### src/rtl/ttt_game_engine.sv
// ttt_game_engine: N x N tic-tac-toe engine. The computer plays against a
// stream of human moves using a fixed priority strategy (win, block, centre,
// lowest free cell) and reports win / lose / draw / timeout.
//
// Handshake: hMove has no valid/ready pair. Any value other than NONE is a
// move offer and is consumed at the first posedge it is seen in H_WAIT. The
// driver holds a move for exactly one cycle and then returns to NONE. Offers
// made in C_TURN or OVER are dropped without any response.
module ttt_game_engine #(
    parameter int N              = 3,
    parameter bit COMPUTER_FIRST = 1'b1,
    parameter int TIMEOUT        = 0,
    localparam int NN            = N * N,
    localparam int MW            = $clog2(N * N + 2)
) (
    input  logic          clock,
    input  logic          reset,
    input  logic          newGame,
    input  logic [MW-1:0] hMove,
    output logic [MW-1:0] cMove,
    output logic [1:0]    state,
    output logic          win,
    output logic          lose,
    output logic          draw,
    output logic          timeout,
    output logic          illegal
);

    typedef enum logic [1:0] {
        C_TURN = 2'b00,
        H_WAIT = 2'b01,
        OVER   = 2'b10
    } state_t;

    localparam logic [MW-1:0] NONE = '1;
    localparam state_t START       = COMPUTER_FIRST ? C_TURN : H_WAIT;
    localparam bit HAS_CENTRE      = (N % 2) == 1;
    localparam int CENTRE          = (N / 2) * N + (N / 2);
    localparam int CW              = (TIMEOUT > 1) ? $clog2(TIMEOUT) : 1;
    localparam logic [CW-1:0] TO_LAST = CW'((TIMEOUT > 0) ? TIMEOUT - 1 : 0);

    // Board: one ownership bit per cell, bit i is cell i+1 (row-major).
    state_t          state_q;
    logic [NN-1:0]   comp_q;
    logic [NN-1:0]   hum_q;
    logic [CW-1:0]   idle_cnt;

    logic [NN-1:0]   occ;
    logic [MW-1:0]   win_idx, blk_idx, low_idx, pick_idx;
    logic            win_hit, blk_hit;
    logic [NN-1:0]   comp_next;
    logic            c_line, c_full;
    logic [NN-1:0]   h_oh;
    logic            h_legal, h_none;
    logic [NN-1:0]   hum_next;
    logic            h_line, h_full;

    assign state = state_q;
    assign occ   = comp_q | hum_q;

    // True when the owner mask covers any full row, column or diagonal.
    function automatic logic has_line(input logic [NN-1:0] m);
        logic any_line, row_all, col_all, d_main, d_anti;
        any_line = 1'b0;
        d_main   = 1'b1;
        d_anti   = 1'b1;
        for (int r = 0; r < N; r++) begin
            row_all = 1'b1;
            col_all = 1'b1;
            for (int c = 0; c < N; c++) begin
                row_all = row_all & m[r * N + c];
                col_all = col_all & m[c * N + r];
            end
            any_line = any_line | row_all | col_all;
            d_main   = d_main & m[r * N + r];
            d_anti   = d_anti & m[r * N + (N - 1 - r)];
        end
        return any_line | d_main | d_anti;
    endfunction

    // Computer move selection; scanning downward lets the lowest cell win.
    always_comb begin
        win_hit = 1'b0;
        blk_hit = 1'b0;
        win_idx = '0;
        blk_idx = '0;
        low_idx = '0;
        for (int i = NN - 1; i >= 0; i--) begin
            if (!occ[i]) begin
                low_idx = MW'(i);
                if (has_line(comp_q | (NN'(1) << i))) begin
                    win_hit = 1'b1;
                    win_idx = MW'(i);
                end
                if (has_line(hum_q | (NN'(1) << i))) begin
                    blk_hit = 1'b1;
                    blk_idx = MW'(i);
                end
            end
        end
        if (win_hit)                          pick_idx = win_idx;
        else if (blk_hit)                     pick_idx = blk_idx;
        else if (HAS_CENTRE && !occ[CENTRE])  pick_idx = MW'(CENTRE);
        else                                  pick_idx = low_idx;
        comp_next = comp_q | (NN'(1) << pick_idx);
        c_line    = has_line(comp_next);
        c_full    = &(comp_next | hum_q);
    end

    // Human move decode; only values 1..N*N naming a free cell are legal.
    always_comb begin
        h_oh    = '0;
        h_legal = 1'b0;
        for (int i = 0; i < NN; i++) begin
            if (hMove == MW'(i + 1)) begin
                h_oh[i] = 1'b1;
                h_legal = !occ[i];
            end
        end
        h_none   = (hMove == NONE);
        hum_next = hum_q | h_oh;
        h_line   = has_line(hum_next);
        h_full   = &(occ | h_oh);
    end

    // Game FSM with board, flags and idle counter; all outputs registered.
    always_ff @(posedge clock or negedge reset) begin
        if (!reset) begin
            state_q  <= START;
            comp_q   <= '0;
            hum_q    <= '0;
            idle_cnt <= '0;
            cMove    <= NONE;
            win      <= 1'b0;
            lose     <= 1'b0;
            draw     <= 1'b0;
            timeout  <= 1'b0;
            illegal  <= 1'b0;
        end else if (newGame) begin
            state_q  <= START;
            comp_q   <= '0;
            hum_q    <= '0;
            idle_cnt <= '0;
            cMove    <= NONE;
            win      <= 1'b0;
            lose     <= 1'b0;
            draw     <= 1'b0;
            timeout  <= 1'b0;
            illegal  <= 1'b0;
        end else begin
            illegal <= 1'b0;
            case (state_q)
                C_TURN: begin
                    comp_q <= comp_next;
                    cMove  <= pick_idx + MW'(1);
                    if (c_line) begin
                        win     <= 1'b1;
                        state_q <= OVER;
                    end else if (c_full) begin
                        draw    <= 1'b1;
                        state_q <= OVER;
                    end else begin
                        idle_cnt <= '0;
                        state_q  <= H_WAIT;
                    end
                end
                H_WAIT: begin
                    if (h_legal) begin
                        hum_q    <= hum_next;
                        idle_cnt <= '0;
                        if (h_line) begin
                            lose    <= 1'b1;
                            state_q <= OVER;
                        end else if (h_full) begin
                            draw    <= 1'b1;
                            state_q <= OVER;
                        end else begin
                            state_q <= C_TURN;
                        end
                    end else begin
                        // Idle cycles and rejected moves both burn the clock.
                        illegal  <= !h_none;
                        idle_cnt <= idle_cnt + CW'(1);
                        if (TIMEOUT != 0 && idle_cnt == TO_LAST) begin
                            timeout <= 1'b1;
                            state_q <= OVER;
                        end
                    end
                end
                OVER: begin
                    state_q <= OVER;
                end
                default: begin
                    state_q <= START;
                end
            endcase
        end
    end

endmodule

### config.mk
export PLATFORM = sky130hd
export DESIGN_NAME = ttt_game_engine
export DESIGN_NICKNAME = d
export VERILOG_FILES = /design/src/rtl/ttt_game_engine.sv
export SDC_FILE = /design/constraint.sdc
export NUM_CORES = 1
export LEC_CHECK = 0
export CORE_ASPECT_RATIO = 0.6
export CORE_MARGIN = 2
export CORE_UTILIZATION = 60
export CTS_CLUSTER_DIAMETER = 150
export DETAILED_ROUTE_END_ITERATION = 10
export GPL_TIMING_DRIVEN = 1
export PLACE_DENSITY = 0.92
export REMOVE_ABC_BUFFERS = 1
export SYNTH_ARGS = -nofsm -noshare
export SYNTH_HDL_FRONTEND = slang
export SYNTH_SLANG_ARGS = --single-unit
export TNS_END_PERCENT = 10
### constraint.sdc
create_clock -name clock -period 4.4 [get_ports clock]
set_clock_uncertainty 0.05 [all_clocks]
set_input_delay 0.66 -clock clock [delete_from_list [all_inputs] [get_ports clock]]
set_output_delay 0.66 -clock clock [all_outputs]
set_load 0.005 [all_outputs]
# Yosys cells after proc, flatten, opt, wreduce, memory -nomap -nowiden
# Cells that the tools add are included.
dict set report word_totals {
  wordCells 415
  inputBits 7
  output_inout_bits 11
  ff_bits 28
}
dict set report classes {
  n_shift 1
  mux 132
  add_sub_neg 1
  eq_ne 17
  bitwise 233
  reduce_logical 23
}
# cell n
set op_table {}
lappend op_table {{two-way mux 4 bit} 49}
lappend op_table {{OR 1 bit} 132}
lappend op_table {{AND 1 bit} 96}
lappend op_table {{two-way mux 1 bit} 70}
lappend op_table {{two-way mux 9 bit} 5}
lappend op_table {{OR 9 bit} 5}
lappend op_table {{AND reduction 9 bit} 2}
lappend op_table {{equality test 4 x 3 -> 1 bit, second input constant} 4}
lappend op_table {{inequality test 3 bit, second input constant} 5}
lappend op_table {{equality test 4 bit, second input constant} 3}
lappend op_table {{two-way mux 2 bit} 6}
lappend op_table {{logical NOT 1 bit} 10}
lappend op_table {{nonzero test 2 bit} 5}
lappend op_table {{left shift 1 x 4 -> 9 bit, first input constant} 1}
lappend op_table {{equality test 4 x 2 -> 1 bit, second input constant} 2}
lappend op_table {{one-hot mux 2 bit (3 select lines)} 1}
lappend op_table {{AND reduction 6 bit} 1}
lappend op_table {{adder 4 x 1 -> 4 bit, second input constant} 1}
lappend op_table {{equality test 4 x 1 -> 1 bit, second input constant} 1}
lappend op_table {{AND reduction 2 bit} 2}
lappend op_table {{AND reduction 3 bit} 1}
lappend op_table {{nonzero test 3 bit} 1}
lappend op_table {{equality test 2 x 1 -> 1 bit, second input constant} 1}
lappend op_table {{equality test 2 bit, second input constant} 1}
lappend op_table {{other kinds (2)} 2}

# Logic depth before layout (Yosys ltp)
# Gate-level depths: netlist of run 1.
dict set report depth {
  ltp_word 43
  ltp_mapped 19
  ltp_nobuf 16
}

# Worst setup path after synthesis of run 1
# No wires, ideal clock.
dict set report synth_path {
  kind {flip-flop to flip-flop}
  from {register comp_q[8]}
  to {register win}
  setup_time_ps 142
  period_less_slack_ps 3866
  path_buffers 2
  t_arrival_ps 3675
  stages_incl_launch_ff 19
  required_time_ps 4208
  slack_ps 534
  cell_sequence {dfrtp_1 -> clkbuf_1 -> clkbuf_1 -> a21o_1 -> a22oi_1 -> a31oi_1 -> nor2b_1 -> o21ba_2 -> o21ba_2 -> o21ba_2 -> a21oi_1 -> inv_1 -> ha_1 -> ha_1 -> a21boi_0 -> o21ai_1 -> o2111ai_1 -> a2111oi_4 -> o22ai_1}
}
dict set report synth_via {
  elab_chain_len 35
  word_cells_on_any_way 148
  classes_between {shift (1); mux (79); bitwise (66); reduce/logical (2)}
}
# item line
set synth_rtl {}
lappend synth_rtl {{start, declared} 44} ;# logic [NN-1:0] comp_q;
lappend synth_rtl {{start signal, assigned} 154} ;# comp_q <= comp_next;
lappend synth_rtl {{AND 1 bit} 71} ;# row_all = row_all & m[r * N + c];
lappend synth_rtl {{OR 1 bit (2 in a row)} 74} ;# any_line = any_line | row_all | col_all;
lappend synth_rtl {{OR 1 bit (2 in a row)} 78} ;# return any_line | d_main | d_anti;
lappend synth_rtl {{two-way mux 4 bit / two-way mux 1 bit (equally long branches)} 91} ;# if (has_line(comp_q | (NN'(1) << i))) begin
lappend synth_rtl {{two-way mux 4 bit / two-way mux 1 bit (equally long branches)} 89} ;# if (!occ[i]) begin
lappend synth_rtl {{two-way mux 4 bit / two-way mux 1 bit (equally long branches)} 91}
lappend synth_rtl {{two-way mux 4 bit / two-way mux 1 bit (equally long branches)} 89}
lappend synth_rtl {{two-way mux 4 bit / two-way mux 1 bit (equally long branches)} 91}
lappend synth_rtl {{[... 12 more ...]} -}
lappend synth_rtl {{left shift 1 x 4 -> 9 bit} 105} ;# comp_next = comp_q | (NN'(1) << pick_idx);
lappend synth_rtl {{OR 9 bit (*)} 105}
lappend synth_rtl {{AND 1 bit (on tied branches) (2 in a row)} {71, 72}}
lappend synth_rtl {{OR 1 bit (5 in a row)} 74}
lappend synth_rtl {{OR 1 bit} 78}
lappend synth_rtl {{OR 1 bit (*)} 78}
lappend synth_rtl {{nonzero test 2 bit (no line) (*)} -}
lappend synth_rtl {{AND reduction 2 bit (no line) (*)} -}
lappend synth_rtl {{end signal, assigned} 134} ;# win <= 1'b0;
lappend synth_rtl {{end signal, assigned} 145} ;# win <= 1'b0;
lappend synth_rtl {{end signal, assigned} 157} ;# win <= 1'b1;
lappend synth_rtl {{end, declared} 22} ;# output logic win,
# Every way passes the cells marked *; elsewhere a longest branch is shown, timed or not.
# A chain may end at the register's enable or synchronous reset.

# Worst setup path after layout of run 1
dict set report layout_path {
  from {register hum_q[7]}
  to {register state_q[0] (netlist: state[0])}
}
dict set report layout_via {
  elab_chain_len 40
  word_cells_on_any_way 169
  classes_between {eq/ne (1); shift (1); mux (84); bitwise (81); reduce/logical (2)}
}
# item line
set layout_rtl {}
lappend layout_rtl {{start, declared} 45} ;# logic [NN-1:0] hum_q;
lappend layout_rtl {{start signal, assigned} 169} ;# hum_q <= hum_next;
lappend layout_rtl {{AND 1 bit} 72} ;# col_all = col_all & m[c * N + r];
lappend layout_rtl {{OR 1 bit (3 in a row)} 74}
lappend layout_rtl {{OR 1 bit (2 in a row)} 78}
lappend layout_rtl {{two-way mux 1 bit / two-way mux 4 bit (equally long branches)} 95} ;# if (has_line(hum_q | (NN'(1) << i))) begin
lappend layout_rtl {{two-way mux 1 bit / two-way mux 4 bit (equally long branches)} 89}
lappend layout_rtl {{two-way mux 1 bit / two-way mux 4 bit (equally long branches)} 95}
lappend layout_rtl {{two-way mux 1 bit / two-way mux 4 bit (equally long branches)} 89}
lappend layout_rtl {{two-way mux 1 bit / two-way mux 4 bit (equally long branches)} 95}
lappend layout_rtl {{[... 15 more ...]} -}
lappend layout_rtl {{left shift 1 x 4 -> 9 bit} 105}
lappend layout_rtl {{OR 9 bit} 105}
lappend layout_rtl {{AND 1 bit (on tied branches) (2 in a row)} {71, 72}}
lappend layout_rtl {{OR 1 bit (5 in a row)} 74}
lappend layout_rtl {{OR 1 bit (2 in a row)} 78}
lappend layout_rtl {{two-way mux 2 bit} 156} ;# if (c_line) begin
lappend layout_rtl {{one-hot mux 2 bit (3 select lines)} 152} ;# case (state_q)
lappend layout_rtl {{two-way mux 2 bit} 139} ;# end else if (newGame) begin
lappend layout_rtl {{end signal, assigned} 140} ;# state_q <= START;
lappend layout_rtl {{end signal, assigned} 158} ;# state_q <= OVER;
lappend layout_rtl {{end signal, assigned} 161} ;# state_q <= OVER;
lappend layout_rtl {{end, declared} 43} ;# state_t state_q;
# Several ways; a longest one is shown, not always the timed one. The select of a mux whose other input is x is not followed.

==> impl_metrics.env, run 1 <==
export IMPL_fin_crit_ns=4.27
export IMPL_setup_slack_ns=0.132
export IMPL_holdWs_ns=0.459
export IMPL_diodes=0
export IMPL_antenna_found_initial=0
export IMPL_netlist_instances=429
export IMPL_cp_startpoint="hum_q[7]"
export IMPL_async_reset_ff_share_pct=100
export IMPL_core_area_um2=5050
export IMPL_clkSinkCount=28
export IMPL_drive_gt1_share_pct=13.4
export IMPL_portBuffers=16
export IMPL_viasPerCell=7.40
export IMPL_grt_max_degree=30
export IMPL_cp_required_ns=4.53
export IMPL_status="finished, final reports clean"
export IMPL_drcViolationCount=0
export IMPL_reg2reg_from="hum_q[7]"
export IMPL_fin_crit_sh_pct=97.0
export IMPL_io_pins=18
export IMPL_ys_flop_type="dfrtp_1"
export IMPL_final_util_pct=67.7
export IMPL_path_max_fanout=11
export IMPL_r2r_slack_ns=0.13
export IMPL_synth_cell_types=71
export IMPL_hold_depth=2
export IMPL_power_density_nw_per_um2=351
export IMPL_ant_nets=0
export IMPL_clk_latency_ns=0.29
export IMPL_rsz0062_at_grt="no"
export IMPL_syn_area_um2=3150
export IMPL_die_width_um=97.5
export IMPL_reg2reg_depth=14
export IMPL_cts_made_buffers=3
export IMPL_drv_cap=0
export IMPL_htree_levels=1
export IMPL_gr_usage_all_layers_pct=34.5
export IMPL_cts_tree="built"
export IMPL_max_freq_mhz=234
export IMPL_synth_avg_cell_area_um2=7.34
export IMPL_dieArea_um2=5860
export IMPL_row_count=20
export IMPL_fin_cells=491
export IMPL_cp_top_family="compound AO/OA/AOI/OAI gates"
export IMPL_crit_path_top_delay_cell="dfrtp_1"
export IMPL_fillerInstances=434
export IMPL_grt_pass1_wl_um=16200
export IMPL_p_int_mw=0.663
export IMPL_dpl_cell_area_um2=3300
export IMPL_min_from="lose"
export IMPL_p_leak_nw=1.37
export IMPL_crit_top_cell="ha_1"
export IMPL_worst_pin_slew_ns=0.711
export IMPL_place_ws_ns=0.107
export IMPL_arrival_ns=4.40
export IMPL_slew_headroom_pct=52.4
export IMPL_holdPathEnd="lose"
export IMPL_tns_ns=0
export IMPL_dp_cells=486
export IMPL_wl_per_cell_um=20.8
export IMPL_critical_path_class="flip-flop to flip-flop"
export IMPL_comb_power_share_pct=50.8
export IMPL_start_util_pct=62.3
export IMPL_hold_viol_final=0
export IMPL_yosysSeqAreaShare_pct=22.4
export IMPL_cts_max_path_buffers=2
export IMPL_drt_first_iter_violations=702
export IMPL_synth_edf_count=0
export IMPL_die_h_um=60.1
export IMPL_crit_path_cell_trace="a22o_1 > a32oi_2 > a41oi_2 > nor4_2 > nand2_1 > o32ai_1 > a21oi_2 > inv_1 > ha_1 > ha_1 > a21boi_0 > o221ai_1 > or3_1 > a31o_1"
export IMPL_gp_congestion=1.07
export IMPL_cts_hold_buffers=0
export IMPL_dp_hpwl_um=7120
export IMPL_grt_overflow=0
export IMPL_firstDrtPassIters=8
export IMPL_fin_area_um2=3420
export IMPL_pwr_share_seq_pct=31.3
export IMPL_dr_total_vias=3632
export IMPL_slew_violations=0
export IMPL_peakVddDrop_mv=0.346
export IMPL_setup_viol=0
export IMPL_clkTransAtPathRegs_ns=0.10
export IMPL_p_switching_mw=0.539
export IMPL_cts_root_buf="clkbuf_8"
export IMPL_totalPowerFinal_mw=1.20
export IMPL_area_growth_pct=8.70
export IMPL_cp_end_kind="flip-flop"
export IMPL_path_buf_inv=1
export IMPL_hp_class="flip-flop to flip-flop"
export IMPL_ys_ff_latch=28
export IMPL_nets=439
export IMPL_wirelength_um=10200
export IMPL_yosys_warnings=0
export IMPL_p_clk_share_pct=18.0
export IMPL_worstReg2RegEnd="state[0]"
export IMPL_cpPeakStageDelay_ns=0.55
export IMPL_swShare_pct=44.8
export IMPL_cp_start_kind="flip-flop"
export IMPL_grt_pass1_vias=3180
layout make-up:
cell class	count	area, um^2	area share [%]
Clock inverter	1	30.0	0.877
Clock buffer	3	41.3	1.21
Tap cell	66	82.6	2.41
Inverter	7	28.8	0.841
Timing Repair Buffer	35	303	8.85
Sequential cell	28	707	20.7
Multi-Input combinational cell	351	2230	65.2
flip-flops by register name, indices dropped and copies added, names as in the netlist:
name / flops
cMove: 4
comp_q: 9
draw: 1
hum_q: 9
illegal: 1
lose: 1
state: 2
win: 1
synthesized netlist by cell type, types with 3 or more instances:
| cell | count | area share, % |
|---|---|---|
| a22oi_1 | 6 | 1.4 |
| nand3_1 | 8 | 1.3 |
| a21boi_0 | 4 | 0.95 |
| or2_2 | 7 | 1.4 |
| buf_6 | 5 | 1.8 |
| a21oi_1 | 40 | 6.4 |
| buf_2 | 13 | 2.1 |
| nor3_1 | 18 | 2.9 |
| dfstp_2 | 4 | 3.3 |
| o21ai_0 | 30 | 4.8 |
| ha_1 | 6 | 2.4 |
| a22o_1 | 12 | 3.3 |
| and2_1 | 7 | 1.4 |
| a211o_1 | 4 | 1.1 |
| nand2_1 | 40 | 4.8 |
| a31oi_1 | 20 | 4.0 |
| nor4_1 | 3 | 0.60 |
| a21o_1 | 10 | 2.4 |
| nor2b_1 | 6 | 1.2 |
| inv_1 | 6 | 0.72 |
| o21ba_2 | 3 | 0.95 |
| a41oi_1 | 8 | 2.2 |
| o22ai_1 | 8 | 1.6 |
| clkbuf_1 | 21 | 2.5 |
| dfrtp_1 | 24 | 19 |
| o21ai_1 | 3 | 0.48 |
| nand2b_1 | 4 | 0.79 |
| nor2_1 | 50 | 6.0 |
| and3_1 | 4 | 0.79 |
layout by cell type (no fill, tap or decap), drive strengths merged, types with 6 or more instances in the layout:
| cell type | instances |
|---|---|
| nor2 | 50 |
| o21ai | 33 |
| buf | 19 |
| nand3 | 8 |
| ha | 6 |
| or2 | 9 |
| dfrtp | 24 |
| nor3 | 18 |
| nand2 | 40 |
| a41oi | 9 |
| o22ai | 8 |
| clkdlybuf4s50 | 16 |
| a21o | 10 |
| a21oi | 41 |
| a22o | 12 |
| and2 | 7 |
| inv | 7 |
| nor2b | 6 |
| a31oi | 20 |
| a22oi | 7 |
per-layer routing:
layer | vias up | global-route usage [%] | routed length (um)
met5 | - | 0 | 0
met3 | 58 | 11.1 | 1750
met1 | 1646 | 49.9 | 4140
li1 | 1592 | - | -
met4 | 0 | 7.74 | 293
met2 | 336 | 50.2 | 4020
power groups by stage:
stage                     clock (mW)  sequential, mW  combinational [mW]
after detailed placement           0           0.374               0.569
after floorplan                    0           0.370               0.353
after global routing           0.222           0.382               0.649
final                          0.216           0.376               0.610
after global placement             0           0.371               0.559
after CTS                      0.212           0.370               0.576
timing repair:
action	4_1_cts	5_1_grt
hold endpoints to repair	0	0
buffers inserted	0	1
gates resized for setup	0	9
endpoints found under the setup margin	0	4
worst reg2reg max path, stage by stage, from the launching register on:
cell and delay, ns:
dfrtp_1 0.55, a22o_1 0.31, a32oi_2 0.29, a41oi_2 0.26
nor4_2 0.36, nand2_1 0.08, o32ai_1 0.42, a21oi_2 0.18
inv_1 0.12, ha_1 0.19, ha_1 0.18, a21boi_0 0.35
o221ai_1 0.21, or3_1 0.38, a31o_1 0.22
cell families (layout without fill, tap and decap cells):
family / count (synthesis) / after routing / share of synthesized area (%)
compound gates: 177 / 177 / 39.7
fa+ha+maj: 6 / 6 / 2.38
buf+inv: 50 / 46 / 7.99
flops: 28 / 28 / 22.4
mux: 2 / 2 / 1.03
other cells: 1 / 1 / 0.119
simple gates: 165 / 165 / 26.4
worst max-delay path by stage:
stage          cells after the start  endpoint  slack (ns)
2_1_floorplan                     16       win        0.59
3_3_place_gp                      15       win        0.33
3_5_place_dp                      15       win        0.11
4_1_cts                           15  state[1]        0.11
5_1_grt                           16  state[1]       0.001
6_report                          14  state[0]        0.13
Note: power is estimated with default switching activity, not from simulation.
==> run 2, diff against run 1 <==
CTS_CLUSTER_DIAMETER = 30   (was 150)
==> results of run 2 <==
Same layout as run 1: the final DEF is identical, and so are final timing and power.
==> run 3, diff against run 2 <==
GPL_ROUTABILITY_DRIVEN = 1   (was unset)
RECOVER_POWER = 100   (was unset)
==> run 3 against run 2 <==
The run now ends with max-capacitance violations, max-slew violations left; wire length barely moved; combinational power shrank 2%; sequential cell count unchanged; cell count stayed put; fmax increased by 1.3%; total power is 1.3% lower; clock-buffer cell count unchanged; sequential power is essentially flat; die area did not move; worst hold slack got worse by 0.0070 ns; register-to-register slack improved by 0.05 ns; largest cell class unchanged; largest power group unchanged.
==> impl_metrics.env, run 3 (same netlist as run 1, synthesis figures left out) <==
export IMPL_peakVddDrop_mv=0.342
export IMPL_cpPeakStageDelay_ns=0.56
export IMPL_wirelength_um=10200
export IMPL_critical_path_class="flip-flop to flip-flop"
export IMPL_path_buf_inv=1
export IMPL_cp_top_family="compound AO/OA/AOI/OAI gates"
export IMPL_portBuffers=16
export IMPL_arrival_ns=4.34
export IMPL_hp_class="flip-flop to flip-flop"
export IMPL_cts_made_buffers=3
export IMPL_clk_latency_ns=0.29
export IMPL_fin_crit_ns=4.21
export IMPL_final_common_cell="nor2_1"
export IMPL_core_area_um2=5050
export IMPL_slew_headroom_pct=-5.45
export IMPL_drive_gt1_share_pct=12.7
export IMPL_dieArea_um2=5860
export IMPL_grt_overflow=0
export IMPL_diodes=0
export IMPL_dp_cells=486
export IMPL_area_growth_pct=8.34
export IMPL_worstReg2RegEnd="state[0]"
export IMPL_slew_violations=29
export IMPL_row_count=20
export IMPL_viasPerCell=7.37
export IMPL_holdPathEnd="lose"
export IMPL_die_width_um=97.5
export IMPL_cts_hold_buffers=0
export IMPL_grt_pass1_wl_um=16200
export IMPL_tns_ns=0
export IMPL_start_util_pct=62.3
export IMPL_drt_first_iter_violations=740
export IMPL_r2r_slack_ns=0.19
export IMPL_hold_viol_final=0
export IMPL_min_from="lose"
export IMPL_clkSinkCount=28
export IMPL_final_cell_mix="nor2_1, nand2_1, a21oi_1"
export IMPL_fin_cells=491
export IMPL_final_util_pct=67.5
export IMPL_holdWs_ns=0.452
export IMPL_dr_total_vias=3617
export IMPL_violations="max-capacitance violations, max-slew violations"
export IMPL_gp_congestion=1.07
export IMPL_path_max_fanout=11
export IMPL_grt_pass1_vias=3180
export IMPL_dpl_cell_area_um2=3300
export IMPL_reg2reg_from="hum_q[7]"
export IMPL_fin_area_um2=3410
export IMPL_power_density_nw_per_um2=348
export IMPL_firstDrtPassIters=8
export IMPL_crit_path_cell_trace="a22o_1 > a32oi_2 > a41oi_2 > nor4_2 > nand2_1 > o32ai_1 > a21oi_2 > inv_1 > ha_1 > ha_1 > a21boi_0 > o221ai_1 > or3_1 > a31o_1"
export IMPL_die_h_um=60.1
export IMPL_nets=439
export IMPL_antenna_found_initial=0
export IMPL_worst_pin_slew_ns=1.58
export IMPL_rsz0062_at_grt="no"
export IMPL_setup_viol=0
export IMPL_ant_nets=0
export IMPL_cts_max_path_buffers=2
export IMPL_cts_root_buf="clkbuf_8"
export IMPL_grt_max_degree=30
export IMPL_reg_top3="comp_q: 9 flops, hum_q: 9 flops, cMove: 4 flops"
export IMPL_fillerInstances=437
export IMPL_reg2reg_depth=14
export IMPL_drcViolationCount=0
export IMPL_cp_start_kind="flip-flop"
export IMPL_htree_levels=1
export IMPL_p_leak_nw=1.37
export IMPL_wl_per_cell_um=20.8
export IMPL_gr_usage_all_layers_pct=34.5
export IMPL_hold_depth=2
export IMPL_cp_end_kind="flip-flop"
export IMPL_dp_hpwl_um=7120
export IMPL_io_pins=18
export IMPL_cts_tree="built"
export IMPL_drv_cap=1
export IMPL_status="finished with violations"
export IMPL_fin_crit_sh_pct=95.8
export IMPL_clkTransAtPathRegs_ns=0.10
export IMPL_max_freq_mhz=237
export IMPL_crit_top_cell="ha_1"
export IMPL_cp_required_ns=4.53
export IMPL_crit_path_top_delay_cell="dfrtp_1"
[run 3: cell count changes in the layout (fill, tap and decap cells not counted)]
cell,change
clkbuf_1,+2
clkdlybuf4s50_1,-12
clkbuf_4,+1
dlygate4sd3_1,+12
and2_1,-1
or4_1,+1
or4_4,-1
and2_0,+1
buf_4,-3
[run 3: worst register-to-register path, stage by stage (launching register included)]
cell      delay, ns
dfrtp_1        0.56
a22o_1         0.32
a32oi_2        0.30
a41oi_2        0.26
nor4_2         0.34
nand2_1        0.08
o32ai_1        0.38
a21oi_2        0.18
inv_1          0.11
ha_1           0.19
ha_1           0.18
a21boi_0       0.35
o221ai_1       0.21
or3_1          0.38
a31o_1         0.22
[run 3: metrics by stage]
step,power (mW),worst slack [ns]
after floorplan,0.724,0.590
after global placement,0.930,0.334
after detailed placement,0.943,0.107
after CTS,1.16,0.111
after global routing,1.24,0.00357
final,1.19,0.186
[run 3: worst max-delay path by stage]
stage,startpoint,to,depth (start not counted)
floorplan,comp_q[4],win,16
global placement,comp_q[6],win,15
detailed placement,comp_q[6],win,15
CTS,comp_q[6],state[1],15
global route,hum_q[7],state[1],16
finish,hum_q[7],state[0],14
[run 3: final cells by class]
class,instances,area [um^2],area share (%)
clock inverters,1,30.0,0.880
flip-flops and latches,28,707,20.7
inverters,7,28.8,0.843
repair buffers,35,295,8.65
well taps,66,82.6,2.42
clock buffers,3,41.3,1.21
multi-input cells,351,2230,65.3
[run 3: what timing repair did]
| item | in CTS | in global routing |
|---|---|---|
| setup buffers | 0 | 1 |
| setup endpoints to repair | 0 | 4 |
| resized for setup | 0 | 9 |
[run 3: where the power goes]
group | internal, mW | switching [mW]
registers | 0.301 | 0.0725
clock network | 0.122 | 0.0923
logic | 0.226 | 0.373
[run 3: per-layer routing]
layer / share of wire [%] / GRT usage [%]
met1: 41 / 49.9
met3: 17 / 11.1
met5: 0 / 0
met4: 2.8 / 7.74
met2: 39 / 50.2
